### config.mk
export PLATFORM = sky130hd
export DESIGN_NAME = bcd_display_scan
export DESIGN_NICKNAME = d
export VERILOG_FILES = /design/src/rtl/bcd_display_scan_pkg.sv /design/src/rtl/bcd_to_seg7.sv /design/src/rtl/bcd_display_scan.sv
export SDC_FILE = /design/constraint.sdc
export NUM_CORES = 1
export LEC_CHECK = 0
export CORE_UTILIZATION = 36
export CTS_CLUSTER_SIZE = 28
export DETAILED_ROUTE_END_ITERATION = 8
export DONT_BUFFER_PORTS = 1
export MAX_ROUTING_LAYER = met4
export PLACE_DENSITY = 0.59
export RECOVER_POWER = 25
export SLEW_MARGIN = 15
export SYNTH_ARGS = -nofsm -noshare
export SYNTH_HDL_FRONTEND = slang
export SYNTH_HIERARCHICAL = 1
export SYNTH_SLANG_ARGS = --single-unit
### constraint.sdc
create_clock -name clk -period 5.65 [get_ports clk]
set_input_delay 0.8475 -clock clk [delete_from_list [all_inputs] [get_ports clk]]
set_output_delay 0.8475 -clock clk [all_outputs]
set_load 0.05 [all_outputs]
### src/rtl/bcd_display_scan_pkg.sv
// Shared definitions for the BCD 7-segment scan display.
// Segment patterns are active-high, bit order {g,f,e,d,c,b,a}.
// Output polarity is applied later, in the top block.
package bcd_display_scan_pkg;

  localparam int NUM_DIGITS = 4;

  localparam logic [6:0] SEG_BLANK = 7'h00;
  localparam logic [6:0] SEG_DASH  = 7'h40;

  localparam logic [6:0] SEG_0 = 7'h3F;
  localparam logic [6:0] SEG_1 = 7'h06;
  localparam logic [6:0] SEG_2 = 7'h5B;
  localparam logic [6:0] SEG_3 = 7'h4F;
  localparam logic [6:0] SEG_4 = 7'h66;
  localparam logic [6:0] SEG_5 = 7'h6D;
  localparam logic [6:0] SEG_6 = 7'h7D;
  localparam logic [6:0] SEG_7 = 7'h07;
  localparam logic [6:0] SEG_8 = 7'h7F;
  localparam logic [6:0] SEG_9 = 7'h6F;

  typedef enum logic {
    EMPTY = 1'b0,
    SHOW  = 1'b1
  } state_e;

endpackage

### src/rtl/bcd_to_seg7.sv
// Combinational BCD nibble to 7-segment decoder (active-high, {g,f,e,d,c,b,a}).
// Nibbles above 9 decode to a dash so invalid digits remain visible.
module bcd_to_seg7
  import bcd_display_scan_pkg::*;
(
  input  logic [3:0] nibble,
  output logic [6:0] seg
);

  // Lookup of the segment pattern for one nibble
  always_comb begin
    seg = SEG_DASH;
    case (nibble)
      4'd0:    seg = SEG_0;
      4'd1:    seg = SEG_1;
      4'd2:    seg = SEG_2;
      4'd3:    seg = SEG_3;
      4'd4:    seg = SEG_4;
      4'd5:    seg = SEG_5;
      4'd6:    seg = SEG_6;
      4'd7:    seg = SEG_7;
      4'd8:    seg = SEG_8;
      4'd9:    seg = SEG_9;
      default: seg = SEG_DASH;
    endcase
  end

endmodule

### src/rtl/bcd_display_scan.sv
// Four-digit multiplexed 7-segment driver for the packed BCD converter result.
// Captures the frame once per bcd_done level, scans digits with a guard gap,
// blanks leading zeros and shows a dash for nibbles above 9.
// Optional feature macro: BCD_SIGN_EN adds the bcd_neg input and a sign dash.
module bcd_display_scan
  import bcd_display_scan_pkg::*;
#(
  parameter int REFRESH_DIV  = 50000,  // cycles per digit slot, at least 4
  parameter int GUARD_CYCLES = 2,      // dark cycles at slot start, below REFRESH_DIV
  parameter bit ACTIVE_LOW   = 1'b1
)(
  input  logic        clk,
  input  logic        reset,
  input  logic        bcd_done,
  input  logic [15:0] bcd_in,
`ifdef BCD_SIGN_EN
  input  logic        bcd_neg,
`endif
  input  logic        clear,
  output logic [6:0]  seg,
  output logic        dp,
  output logic [3:0]  an,
  output logic        loaded
);

  localparam int PW = (REFRESH_DIV > 1) ? $clog2(REFRESH_DIV) : 1;
  localparam logic [PW-1:0] PRESC_MAX = PW'(REFRESH_DIV - 1);
  localparam logic [PW-1:0] GUARD     = PW'(GUARD_CYCLES);

  // Inactive levels of the pins in the selected polarity
  localparam logic [6:0] SEG_IDLE = ACTIVE_LOW ? 7'h7F : 7'h00;
  localparam logic [3:0] AN_IDLE  = ACTIVE_LOW ? 4'hF  : 4'h0;
  localparam logic       DP_IDLE  = ACTIVE_LOW;

  state_e          state_q,  state_d;
  logic [15:0]     frame_q,  frame_d;
  logic [PW-1:0]   presc_q,  presc_d;
  logic [1:0]      digit_q,  digit_d;
  logic            done_q,   done_d;
  logic            loaded_q, loaded_d;
  logic [6:0]      seg_q,    seg_d;
  logic [3:0]      an_q,     an_d;
`ifdef BCD_SIGN_EN
  logic            neg_q,    neg_d;
  logic [1:0]      msd;
`endif

  logic            capture;
  logic [3:0]      nib [NUM_DIGITS];
  logic [3:0]      nz;
  logic [3:0]      blank;
  logic            zero_above;
  logic [3:0]      nib_sel;
  logic [6:0]      dec_seg;
  logic [6:0]      pat;
  logic            anode_on;
  logic [6:0]      seg_act;
  logic [3:0]      an_act;

  // Edge detect on bcd_done and the EMPTY/SHOW transitions; clear has priority
  always_comb begin
    capture  = bcd_done & ~done_q;
    done_d   = bcd_done;
    state_d  = state_q;
    frame_d  = frame_q;
    loaded_d = 1'b0;
`ifdef BCD_SIGN_EN
    neg_d    = neg_q;
`endif
    if (clear) begin
      state_d = EMPTY;
    end else if (capture) begin
      state_d  = SHOW;
      frame_d  = bcd_in;
      loaded_d = 1'b1;
`ifdef BCD_SIGN_EN
      neg_d    = bcd_neg;
`endif
    end
  end

  // Prescaler and digit index run continuously, in both states
  always_comb begin
    presc_d = presc_q + PW'(1);
    digit_d = digit_q;
    if (presc_q == PRESC_MAX) begin
      presc_d = '0;
      digit_d = digit_q + 2'd1;
    end
  end

  // Split the frame into nibbles and mark leading zeros (digit 0 never blanks)
  always_comb begin
    blank      = 4'b0000;
    zero_above = 1'b1;
    for (int k = 0; k < NUM_DIGITS; k++) begin
      nib[k] = frame_q[4*k +: 4];
      nz[k]  = (nib[k] != 4'd0);
    end
    for (int k = NUM_DIGITS - 1; k >= 1; k--) begin
      zero_above = zero_above & ~nz[k];
      blank[k]   = zero_above;
    end
  end

  assign nib_sel = nib[digit_d];

  bcd_to_seg7 u_dec (
    .nibble (nib_sel),
    .seg    (dec_seg)
  );

  // Pattern for the digit that becomes active after this edge, then polarity
  always_comb begin
    pat = blank[digit_d] ? SEG_BLANK : dec_seg;
`ifdef BCD_SIGN_EN
    msd = 2'd0;
    for (int k = 1; k < NUM_DIGITS; k++) begin
      if (nz[k]) msd = 2'(k);
    end
    if (neg_q) begin
      if (nz[3]) begin
        pat = SEG_DASH;
      end else if ({1'b0, digit_d} == ({1'b0, msd} + 3'd1)) begin
        pat = SEG_DASH;
      end
    end
`endif
    anode_on = (state_q == SHOW) && (presc_d >= GUARD);
    an_act   = anode_on ? (4'b0001 << digit_d) : 4'b0000;
    seg_act  = anode_on ? pat : SEG_BLANK;
    seg_d    = ACTIVE_LOW ? ~seg_act : seg_act;
    an_d     = ACTIVE_LOW ? ~an_act  : an_act;
  end

  // Control, frame and scan registers
  always_ff @(posedge clk or negedge reset) begin
    if (!reset) begin
      state_q  <= EMPTY;
      frame_q  <= 16'h0000;
      presc_q  <= '0;
      digit_q  <= 2'd0;
      done_q   <= 1'b0;
      loaded_q <= 1'b0;
`ifdef BCD_SIGN_EN
      neg_q    <= 1'b0;
`endif
    end else begin
      state_q  <= state_d;
      frame_q  <= frame_d;
      presc_q  <= presc_d;
      digit_q  <= digit_d;
      done_q   <= done_d;
      loaded_q <= loaded_d;
`ifdef BCD_SIGN_EN
      neg_q    <= neg_d;
`endif
    end
  end

  // Registered pin drivers, forced inactive during reset
  always_ff @(posedge clk or negedge reset) begin
    if (!reset) begin
      seg_q <= SEG_IDLE;
      an_q  <= AN_IDLE;
    end else begin
      seg_q <= seg_d;
      an_q  <= an_d;
    end
  end

  assign seg    = seg_q;
  assign an     = an_q;
  assign dp     = DP_IDLE;
  assign loaded = loaded_q;

endmodule

# == After elaboration in Yosys (flattened, before gate mapping) ==
# Memories as Yosys holds them, arrays and structs flattened.
# Index checks and enable logic that the tools add are counted.
# word_totals
out_inout_bits,13
mem_count,1
romBits,112
elab_cells,47
register_bits,48
# op_classes
shifts,1
n_eq_ne,1
n_reduce_logical,6
magnitude_cmp,3
n_bitwise,11
mux,14
addsub,2
# memory_table
name,words,word_bits,rd,rd_ports_with_merged_regs,write_ports,line_no,source
(name not given),16,7,1,0,0,bcd_to_seg7.sv:13,case (nibble)
# op_table
operator,count
16-bit by 1-bit adder with 16-bit output (second input constant),1
16-bit == test (second input constant),1
16-bit by 2-bit greater-or-equal comparator with 1-bit output (second input constant),1
16-bit two-way mux,1
7-bit two-way mux,2
4-bit two-way mux,3
4-bit nonzero test,3
4-bit binary-select mux with 2-bit select,1
7-bit NOT,1
1-bit two-way mux,5
1-bit NOT,5
4-bit NOT,1
1-bit by 2-bit left shift with 4-bit output (first input constant),1
1-bit AND,3
3-bit greater-or-equal comparator (second input constant),1
2-bit by 3-bit < comparator with 1-bit output (second input constant),1
2-bit NOT with 3-bit output,1
2-bit by 1-bit adder with 2-bit output (second input constant),1
1-bit binary-select mux with 2-bit select,1
2-bit two-way mux,1
2-bit AND reduction,1
2-bit nonzero test,1
1-bit logical AND,1

# == Logic depth before layout (Yosys ltp) ==
# An unclocked memory read counts as a cell.
# logic_depth
ltp_word,10
mapped_depth,15

# == By module ==
# Netlist, hierarchy kept.
# by_module_without_submodules
mod,n_inst,seq_area_each_um2,cells_each,area_per_inst_um2
bcd_display_scan,1,1214.9,236,2552.4
bcd_to_seg7,1,0.0,29,225.2

# == Worst setup path after synthesis ==
# OpenSTA, ideal clock, no wires.
# synth_path
path_kind,register -> register
startpoint,register presc_q[0]
endpoint,register seg_q[3] (netlist: seg[3])
arrival_ps,3112
required_ps,5555
path_buffers,2
slack_ps,2443
stages_incl_launch_ff,15
path_cell_list,dfrtp_1 -> ha_1 -> and3_1 -> clkbuf_1 -> and4_1 -> clkbuf_1 -> nor3_1 -> a211o_1 -> a22oi_1 -> inv_1 -> ha_1 -> mux2_4 -> o22ai_1 -> and3_1 -> o211ai_2
# synth_between
elab_chain_len,10
# synth_lines
item,line_no,source
start: declaration,bcd_display_scan.sv:37,"logic [PW-1:0] presc_q, presc_d;"
start signal: assignment,bcd_display_scan.sv:151,presc_q <= presc_d;
16-bit == test,bcd_display_scan.sv:86,if (presc_q == PRESC_MAX) begin
2-bit two-way mux,bcd_display_scan.sv:86,
2-bit NOT with 3-bit output (not written as such),bcd_display_scan.sv:106,assign nib_sel = nib[digit_d];
4-bit binary-select mux with 2-bit select,bcd_display_scan.sv:106,
4-bit two-way mux (not written as such) (2 in series),bcd_display_scan.sv:106,
via nib_sel[1],bcd_display_scan.sv:53,logic [3:0] nib_sel;
memory 16 x 7 bit,--,
via dec_seg[3],bcd_display_scan.sv:54,logic [6:0] dec_seg;
7-bit two-way mux,bcd_display_scan.sv:115,pat = blank[digit_d] ? SEG_BLANK : dec_seg;
7-bit two-way mux,bcd_display_scan.sv:131,seg_act = anode_on ? pat : SEG_BLANK;
7-bit NOT,bcd_display_scan.sv:132,seg_d = ACTIVE_LOW ? ~seg_act : seg_act;
via seg_d[3],bcd_display_scan.sv:41,"logic [6:0] seg_q, seg_d;"
end signal: assignment,bcd_display_scan.sv:167,seg_q <= seg_d;
end: declaration,bcd_display_scan.sv:41,
# The timed path passes the listed nets, and every way through them passes these cells. The select of a mux whose other input is x is not followed.
# A chain may end at the register's enable or synchronous reset.

# == Final worst setup path ==
# layout_path
startpoint,register presc_q[0]
endpoint,register seg_q[0] (netlist: seg[0])
# Same word-level chain as after synthesis.

==> impl_metrics.yaml <==
yosys:
  yosys.area.top_type: "dfrtp_1"
  syn_nets: 292
  syn_avg_cell_area_um2: 10.5
  ys_warn_count: 6
  netlist_top_cells_area: "dfrtp_1 (33%), dfstp_2 (10%), mux2_2 (6.5%)"
  synth_flop_cell: "dfrtp_1"
  ys_seq_area_share_pct: 43.7
  synthCells: 265
  synthDistinctLibCells: 56
  synth_top_area_share_pct: 33.3
  ys_ff_latch: 48
  ys_async_sr_fraction_pct: 100
  netlist_area_um2: 2780
  synth-edff-count: 0
worst_setup_path:
  cp-start-kind: "flop"
  rr_worst_depth: 12
  slowest_stage: "and4_1"
  r2r-start: "presc_q[0]"
  worstPathArrival_ns: 3.92
  r2r-end: "seg[0]"
  path_class: "reg -> reg"
  cpPeakStageDelay_ns: 0.61
  worstSetupEndpointType: "flop"
  worst_ep_required_time_ns: 5.87
  reg2reg_slack_ns: 1.95
  cp_max_fo: 18
  path_cells: "ha_1 -> and3_1 -> and4_1 -> nor3_1 -> a211o_1 -> a22oi_1 -> inv_1 -> ha_1 -> mux2_4 -> o22ai_1 -> and3_1 -> o211ai_2"
clock_network:
  clk_latency_ns: 0.31
  cts_root_buf: "clkbuf_8"
  path_clk_slew_ns: 0.09
  cts_sinks: 48
  numCtsBuffers: 5
  cts_tree: "done"
  cts_buffer_depth: 2
  cts_resized: 0
  cts_max_level: 2
  ctsHoldBuffers: 0
  post-cts-setup-buffers: 0
global_route:
  antenna_found_initial: 0
  grt_pass1_wl_um: 9200
  gr-total-overflow: 0
  gr-usage-all-layers_pct: 14.6
  grt_max_degree: 49
  grt_pass1_vias: 1836
placement:
  gp_congestion: 0.780
  dp_hpwl_um: 3740
  io_buffers: 0
drt:
  drcViolationCount: 0
  wl_per_cell_um: 15.1
  firstDrtPassIters: 4
  ant_nets: 0
  drt-vias-per-instance: 5.41
  vias: 1908
  first_iter_violations: 83
  drt-total-wl_um: 5320
floorplanning:
  rows: 31
  die_h_um: 89.8
  ios: 33
  die_w_um: 89.8
  fp.coreArea_um2: 7370
  start_util_pct: 37.7
  dieArea_um2: 8070
power_and_ir_drop:
  peakVddDrop_mv: 0.141
  total_power_uw: 781
  p_leak_nw: 1.20
  power_density_nw_per_um2: 267
run_status:
  status: "finished clean"
sta:
  fmaxAchievable_ghz: 0.270
  period_share_pct: 65.4
  setup_viol: 0
  fin_worst_skew_ns: 0.00934
  setup_tns_ns: 0
  slew_headroom_pct: 48.0
  period_needed_ns: 3.70
  hold_viol_final: 0
  rsz0062_at_grt: "no"
  worst_pin_slew_ns: 0.780
  maxSlewViolCount: 0
finish:
  syn_to_final_growth_pct: 5.23
  final_common_cell: "dfrtp_1"
  layout.nets: 280
  drive_above_1_share_pct: 19.3
  post-route-util_pct: 39.7
  fillCellCount: 733
  final_cell_mix: "dfrtp_1 (37), xnor2_1 (16), nor2_1 (16), mux2_2 (16), nand2_1 (13)"
  multi_input_area_um2: 1430
  diodes: 0
  regArea_um2: 1210
min_path:
  worstHoldPathType: "in -> async"
job:
  max-cap-violations: 0
[critical path: cells and delay by family (launching register included)]
kind,cells,cell delay (ns)
AO/OA/AOI/OAI,4,0.97
adder cells (fa/ha/maj),2,0.53
buffers and inverters,1,0.19
flip-flops,1,0.41
multiplexers,1,0.27
AND/OR/NAND/NOR,4,1.23
[sequential cells by signal, summed over array words and instances (netlist names)]
register,flops
done_q,1
seg,7
loaded,1
an,4
presc_q,16
state_q,1
frame_q,16
digit_q,2
[per-stage QoR]
step / cells / hold slack (ns) / instance area [um2] / worst slack [ns]
finish: 353 / 0.222 / 2920 / 1.95
global route: 353 / 0.203 / 2920 / 1.59
CTS: 353 / 0.210 / 2920 / 1.97
detailed placement: 345 / 0.495 / 2810 / 1.99
global placement: 345 / 0.476 / 2810 / 2.17
floorplan: 265 / 0.461 / 2780 / 2.44
[worst max-delay path by stage]
| stage | endpoint | slack (ns) | startpoint |
|---|---|---|---|
| CTS | seg[3] | 1.97 | presc_q[0] |
| floorplan | seg[3] | 2.44 | presc_q[0] |
| finish | seg[0] | 1.95 | presc_q[0] |
| global route | seg[0] | 1.59 | presc_q[0] |
| detailed placement | seg[3] | 1.99 | presc_q[0] |
| global placement | seg[3] | 2.17 | presc_q[0] |
[power by group]
group / total [mW] / switching [mW] / leakage [nW] / internal, mW
clock: 0.253 / 0.122 / 0.0541 / 0.131
combinational: 0.110 / 0.0511 / 0.569 / 0.0591
sequential: 0.418 / 0.0419 / 0.580 / 0.376
total: 0.781 / 0.215 / 1.20 / 0.566
[routing by layer]
| metal | up-vias | routed length [um] | track usage, % |
|---|---|---|---|
| met5 | - | 0 | - |
| met4 | 0 | 68 | 4.64 |
| met3 | 7 | 257 | 4.31 |
| met2 | 42 | 2330 | 21.2 |
| met1 | 917 | 2660 | 19.6 |
| li1 | 942 | - | - |
[cell families after synthesis]
family          count (synthesis)  share of synthesized area [%]
buf+inv                        28                           4.91
xor+xnor                       20                           6.31
compound gates                 51                           14.5
mux                            21                           8.47
simple gates                   89                           18.7
other cells                     1                          0.135
fa+ha+maj                       7                           3.15
flops                          48                           43.7
[layout make-up]
type	count	area share [%]
timing repair buffer	2	0.514
clock inverter	3	1.46
clock buffer	5	2.35
tap	99	4.24
sequential	48	41.6
multi-input combinational	189	49.0
inverter	7	0.899
[synthesized netlist by cell type (5+ instances only)]
cell type  number
dfrtp_1        37
mux2_2         16
nor2_1         16
xnor2_1        16
clkbuf_1       13
nand2_1        13
and3_1         11
dfstp_2        11
a211o_1         7
ha_1            7
inv_1           7
nor3_1          7
a22oi_1         6
nand3_1         6
nand4_1         6
o211ai_2        6
o211ai_1        5
Note: power is estimated with default switching activity, not from simulation.
